[config.mk]
export PLATFORM = sky130hd
export DESIGN_NAME = instr_decode_unit
export DESIGN_NICKNAME = d
export VERILOG_FILES = /design/src/rtl/instr_decode_unit.sv
export SDC_FILE = /design/constraint.sdc
export NUM_CORES = 1
export LEC_CHECK = 0
export BUFFER_PORTS_ARGS = -buffer_cell sky130_fd_sc_hd__clkbuf_2
export CAP_MARGIN = 10
export CELL_PAD_IN_SITES_DETAIL_PLACEMENT = 0
export CELL_PAD_IN_SITES_GLOBAL_PLACEMENT = 2
export CORE_UTILIZATION = 34
export CTS_CLUSTER_DIAMETER = 120
export CTS_CLUSTER_SIZE = 30
export DETAILED_ROUTE_END_ITERATION = 6
export GPL_TIMING_DRIVEN = 0
export PLACE_DENSITY_LB_ADDON = 0.1
export SETUP_SLACK_MARGIN = 0.3
export SYNTH_ARGS = -nofsm -noshare
export SYNTH_HDL_FRONTEND = slang
export SYNTH_SLANG_ARGS = --single-unit
[constraint.sdc]
create_clock -name clk -period 2.6 [get_ports clk]
set_clock_uncertainty 0.1 [all_clocks]
set_input_delay 0.52 -clock clk [delete_from_list [all_inputs] [get_ports clk]]
set_output_delay 0.52 -clock clk [all_outputs]
set_load 0.01 [all_outputs]
[src/rtl/instr_decode_unit.sv]
// Instruction decode unit: accepts instruction words over a valid/ready handshake and
// produces registered load/store/register-enable strobes, with core reset sequencing and RAW stall.
package instr_decode_pkg;
  localparam logic [3:0] OP_RST = 4'h0;
  localparam logic [3:0] OP_LD  = 4'h1;
  localparam logic [3:0] OP_ST  = 4'h2;
endpackage

module instr_decode_unit
  import instr_decode_pkg::*;
#(
  parameter int DATA_W       = 8,
  parameter int NREGS        = 4,
  parameter int RST_LEN      = 4,
  parameter int HAZARD_STALL = 1,
  localparam int INSTR_W     = NREGS + 4 + DATA_W
) (
  input  logic               clk,
  input  logic               rstn,
  input  logic               in_valid,
  output logic               in_ready,
  input  logic [INSTR_W-1:0] cell_data,
  output logic               out_valid,
  input  logic               out_ready,
  output logic               core_rstn,
  output logic               load_en,
  output logic               store_en,
  output logic [NREGS-1:0]   reg_ce,
  output logic [NREGS-1:0]   reg_oe,
  output logic [3:0]         instr_code,
  output logic [DATA_W-1:0]  imm,
  output logic               illegal,
  output logic               err_sticky
);

  typedef enum logic [1:0] {RUN, RST_HOLD, STALL} state_t;

  state_t            state;
  logic [7:0]        rst_cnt;
  logic [NREGS-1:0]  last_wr_mask;

  logic [NREGS-1:0]  in_mask;
  logic [3:0]        in_op;
  logic [DATA_W-1:0] in_imm;
  logic              is_rst, is_ld, is_st, is_alu;
  logic              multi_hot;
  logic              hazard;
  logic              transfer;

  assign in_mask = cell_data[INSTR_W-1:DATA_W+4];
  assign in_op   = cell_data[DATA_W+3:DATA_W];
  assign in_imm  = cell_data[DATA_W-1:0];

  assign is_rst = (in_op == OP_RST);
  assign is_ld  = (in_op == OP_LD);
  assign is_st  = (in_op == OP_ST);
  assign is_alu = !(is_rst || is_ld || is_st);

  // Clearing the lowest set bit leaves something only when two or more bits were set.
  assign multi_hot = |(in_mask & (in_mask - NREGS'(1)));

  assign hazard   = (HAZARD_STALL != 0) && in_valid && (state == RUN) && is_alu &&
                    (|(in_mask & last_wr_mask));
  assign in_ready = (state == RUN) && (!out_valid || out_ready) && !hazard;
  assign transfer = in_valid && in_ready;

  // NOTE: sequential state uses non-blocking assignments so every register samples
  // pre-edge values regardless of statement order inside the block.
  always_ff @(posedge clk or negedge rstn) begin
    if (!rstn) begin
      state        <= RUN;
      rst_cnt      <= '0;
      last_wr_mask <= '0;
      core_rstn    <= 1'b0;
      out_valid    <= 1'b0;
      load_en      <= 1'b0;
      store_en     <= 1'b0;
      reg_ce       <= '0;
      reg_oe       <= '0;
      instr_code   <= '0;
      imm          <= '0;
      illegal      <= 1'b0;
      err_sticky   <= 1'b0;
    end else begin
      case (state)
        RUN: begin
          core_rstn <= 1'b1;
          if (hazard) begin
            state        <= STALL;
            last_wr_mask <= '0;
          end else if (transfer && is_rst) begin
            state        <= RST_HOLD;
            core_rstn    <= 1'b0;
            rst_cnt      <= '0;
            last_wr_mask <= '0;
          end
        end
        RST_HOLD: begin
          if (rst_cnt == 8'(RST_LEN - 1)) begin
            state     <= RUN;
            core_rstn <= 1'b1;
            rst_cnt   <= '0;
          end else begin
            rst_cnt <= rst_cnt + 8'd1;
          end
        end
        STALL: begin
          state     <= RUN;
          core_rstn <= 1'b1;
        end
        default: state <= RUN;
      endcase

      // Output slot: loads only on a non-RST transfer, otherwise drains when consumed.
      if (transfer && !is_rst) begin
        out_valid  <= 1'b1;
        instr_code <= in_op;
        imm        <= in_imm;
        load_en    <= is_ld;
        store_en   <= is_st;
        illegal    <= is_alu && multi_hot;
        reg_ce     <= (is_ld || is_st) ? in_mask : '0;
        reg_oe     <= (is_alu && !multi_hot) ? in_mask : '0;
        if (is_ld || is_st) last_wr_mask <= in_mask;
        if (is_alu && multi_hot) err_sticky <= 1'b1;
      end else if (transfer && is_rst) begin
        out_valid <= 1'b0;
      end else if (out_ready) begin
        out_valid <= 1'b0;
      end
    end
  end

endmodule

==> impl_metrics.csv <==
group,metric,value,unit
floorplan,core_area,5270,um^2
power_and_ir_drop,total_power,2380,uW
floorplan,fp.dieW,76.9,um
sta,fin_crit_sh,84.5,%
placement,hpwl,3080,um
sta,rsz0062_at_grt,"false",
critical_path,start_kind,"input pin",
global_routing,gr-total-overflow,0,
clock_network,numCtsBuffers,5,
global_routing,grt_max_degree,41,
clock_network,cts_tree,"built",
global_routing,grt_pass1_vias,1464,
floorplan,die_y,76.9,um
synthesis,yosysSeqAreaShare,52.4,%
critical_path,cp_max_fo,7,
sta,setup_viol,0,
sta,clock.fmax,0.455,GHz
placement,port_buffers,46,
placement,gp_congestion,0.760,
synthesis,synth-simple-area-share,12.6,%
global_routing,antenna_found_initial,0,
global_routing,track_usage,15.6,%
job,cap_violations,0,
cells_and_area,seq_area,1000,um^2
sta,worst_pin_slew,1010,ps
synthesis,synth.top_cell.area_share,52.4,%
cells_and_area,multi_input_area,871,um^2
sta,hold_slack,289,ps
critical_path,path_buf_inv,2,
cells_and_area,n_antenna_cell,0,
cells_and_area,nFillCells,527,
routing,wl_per_cell,15.0,um
placement,place_ws,175,ps
cells_and_area,drive_above_1_share,36.3,%
floorplan,num_rows,26,
routing,vias,1439,
power_and_ir_drop,ir_drop,303,uV
power_and_ir_drop,power_density,1000,nW/um^2
global_routing,grt_pass1_wl,7280,um
synthesis,synth_top_family_by_area,"compound AO/OA/AOI/OAI gates",
routing,drc,0,
clock_network,clkTransAtPathRegs,80,ps
synthesis,synth_cell_types,43,
critical_path,cp_cell_sequence,"clkbuf_2 -> a211oi_4 -> a21oi_2 -> a21o_1 -> nor2_1 -> clkbuf_2",
sta,final_max_slew_viol_count,0,
floorplan,die_area,5920,um^2
floorplan,ioPinCount,47,
routing,drtIter0Drc,66,
synthesis,synth_fp_nets,183,
synthesis,synthCells,159,
synthesis,synth-compound-area-share,18.6,%
synthesis,synth_edf_count,0,
clock_network,cts_root_buffer,"clkbuf_8",
synthesis,synth-warning-count,0,
floorplan,initial_core_util,36.2,%
cells_and_area,final_nets,238,
status,status,"finished, final reports clean",
cells_and_area,areaGrowthSynthToFinish,24.2,%
routing,first_pass_iters,4,
synthesis,synth_xor_xnor_area_share,0.459,%
clock_network,clockBufferDepth,2,
synthesis,netlist_area,1910,um^2
critical_path,cpMostUsedCell,"clkbuf_2",
synthesis,yosysTopAreaCell,"dfrtp_1",
routing,via_per_inst,5.05,
synthesis,avgSynthCellArea,12.0,um^2
synthesis,synthAdderAreaFrac,3.15,%
power_and_ir_drop,p_leak,0.00117,uW
sta,fin_setup_tns,0,ps
sta,min_period,2200,ps
critical_path,slowest_stage,"a211oi_4",
synthesis,ys.flop_type,"dfrtp_1",
synthesis,async_flop_share,100,%
sta,hold_viol_final,0,
critical_path,crit_required,1980,ps
routing,drtAntennaViolNets,0,
hold_path,hold_class,"input pin to async pin",
synthesis,ys_ff_latch,40,
clock_network,cts_sinks,40,
synthesis,synth_mux_area_share,9.83,%
routing,finalWirelength,4290,um
critical_path,end_kind,"output pin",
synthesis,synth_area_leaders,"dfrtp_1, mux2_4, a22o_1",
clock_network,cts_hold_buf,0,
critical_path,critPathArrivalTime,1580,ps
clock_network,clock_latency,290,ps
clock_network,cts_max_level,2,
sta,max_slew_margin,33.0,%
critical_path,critPathTopFamily,"compound AO/OA/AOI/OAI gates",
critical_path,criticalPathCategory,"input pin to output pin",
sta,fin_ws,403,ps
critical_path,cpPeakStageDelay,330,ps
==> synth_stat cells (all sizes together) (2+ instances only) <==
| cell type | count |
|---|---|
| a21o | 5 |
| a21oi | 6 |
| a22o | 11 |
| a22oi | 3 |
| a31oi | 2 |
| a32oi | 2 |
| and3 | 3 |
| buf | 3 |
| dfrtp | 40 |
| ha | 4 |
| inv | 8 |
| mux2 | 11 |
| mux2i | 3 |
| nand2 | 9 |
| nand2b | 3 |
| nand3 | 4 |
| nor2 | 6 |
| nor2b | 3 |
| nor3 | 3 |
| nor3b | 3 |
| nor4 | 3 |
| o21ai | 5 |
| o31ai | 2 |
| o32a | 2 |
| or3 | 2 |
| or4 | 2 |
==> path summary, 6_finish.rpt <==
kind | slack (ps) | startpoint | to | cells past startpoint
setup reg to reg | 460 | state[1]$_DFFE_PN0P_ | imm[3]$_DFFE_PN0N_ | 8
hold reg to reg | 370 | err_sticky$_DFFE_PN0P_ | err_sticky$_DFFE_PN0P_ | 1
setup / recovery | 400 | cell_data[9] | in_ready | 6
min in group clk | 350 | cell_data[1] | imm[1]$_DFFE_PN0N_ | 2
max in group asynchronous | 1500 | rstn | err_sticky$_DFFE_PN0P_ | 1
hold / removal | 290 | rstn | imm[5]$_DFFE_PN0N_ | 1
==> registers in the layout, indices dropped and copies added, names as in the netlist, 2 cells and up <==
name	flops
rst_cnt	8
instr_code	4
last_wr_mask	4
reg_ce	4
imm	8
state	2
reg_oe	4
==> where the power goes <==
| part | internal [uW] | switching, uW |
|---|---|---|
| clock network | 284 | 223 |
| logic | 452 | 464 |
| registers | 830 | 128 |
==> kinds of logic (layout without fill, tap and decap cells) <==
kind of cell | after synthesis | count (layout)
multiplexers | 14 | 14
XOR/XNOR | 1 | 1
adder cells (fa/ha/maj) | 5 | 5
buffers and inverters | 12 | 68
AO/OA/AOI/OAI | 44 | 44
flip-flops | 40 | 40
AND/OR/NAND/NOR | 43 | 43
==> what timing repair did <==
| item | in CTS | in global routing |
|---|---|---|
| setup endpoints to repair | 0 | 24 |
| endpoints found under the hold margin | 0 | 0 |
| buffers inserted | 0 | 2 |
| resized for setup | 0 | 5 |
==> area by class of cell <==
class,count,share of cell area [%]
plain buffers,4,1.06
multi-input cells,107,36.7
repair buffers,48,10.3
clock inverters,3,1.79
inverters,8,1.27
flip-flops and latches,40,42.2
well taps,70,3.69
clock buffers,5,2.90
==> metrics by stage <==
| stage | std cells | util (%) | instance area, um^2 |
|---|---|---|---|
| 2_1_floorplan | 159 | - | 1910 |
| 3_3_place_gp | 275 | 42.3 | 2230 |
| 3_5_place_dp | 275 | 42.3 | 2230 |
| 4_1_cts | 283 | 44.4 | 2340 |
| 5_1_grt | 285 | 45.0 | 2370 |
| 6_report | 285 | 45.0 | 2370 |
==> layout by cell type (no fill, tap or decap), types with 2 or more instances in the layout <==
cell type / count
nor2_1: 6
inv_1: 8
nor3b_1: 3
nand3_1: 4
nor2b_1: 3
clkbuf_2: 46
and3_1: 3
mux2_1: 2
buf_2: 2
mux2_4: 9
dfrtp_1: 40
a21o_1: 5
nand2b_1: 3
or4_1: 2
nor4_2: 2
ha_1: 3
a22oi_1: 2
a22o_1: 11
a32oi_1: 2
buf_4: 2
nor3_1: 3
nand2_1: 8
a21oi_1: 5
clkbuf_8: 5
o21ai_1: 3
or3_1: 2
o21ai_0: 2
mux2i_1: 3
o32a_1: 2
a31oi_1: 2
==> routing by layer <==
metal | routed length (um) | GRT usage (%) | part of all wire (%) | up-vias
li1 | - | - | - | 700
met4 | 25 | 4.62 | 0.58 | 0
met2 | 1960 | 24.4 | 46 | 31
met1 | 2130 | 21.2 | 50 | 706
met3 | 166 | 4.05 | 3.9 | 2
met5 | 0 | 0 | 0 | -
Note: power is estimated with default switching activity, not from simulation.
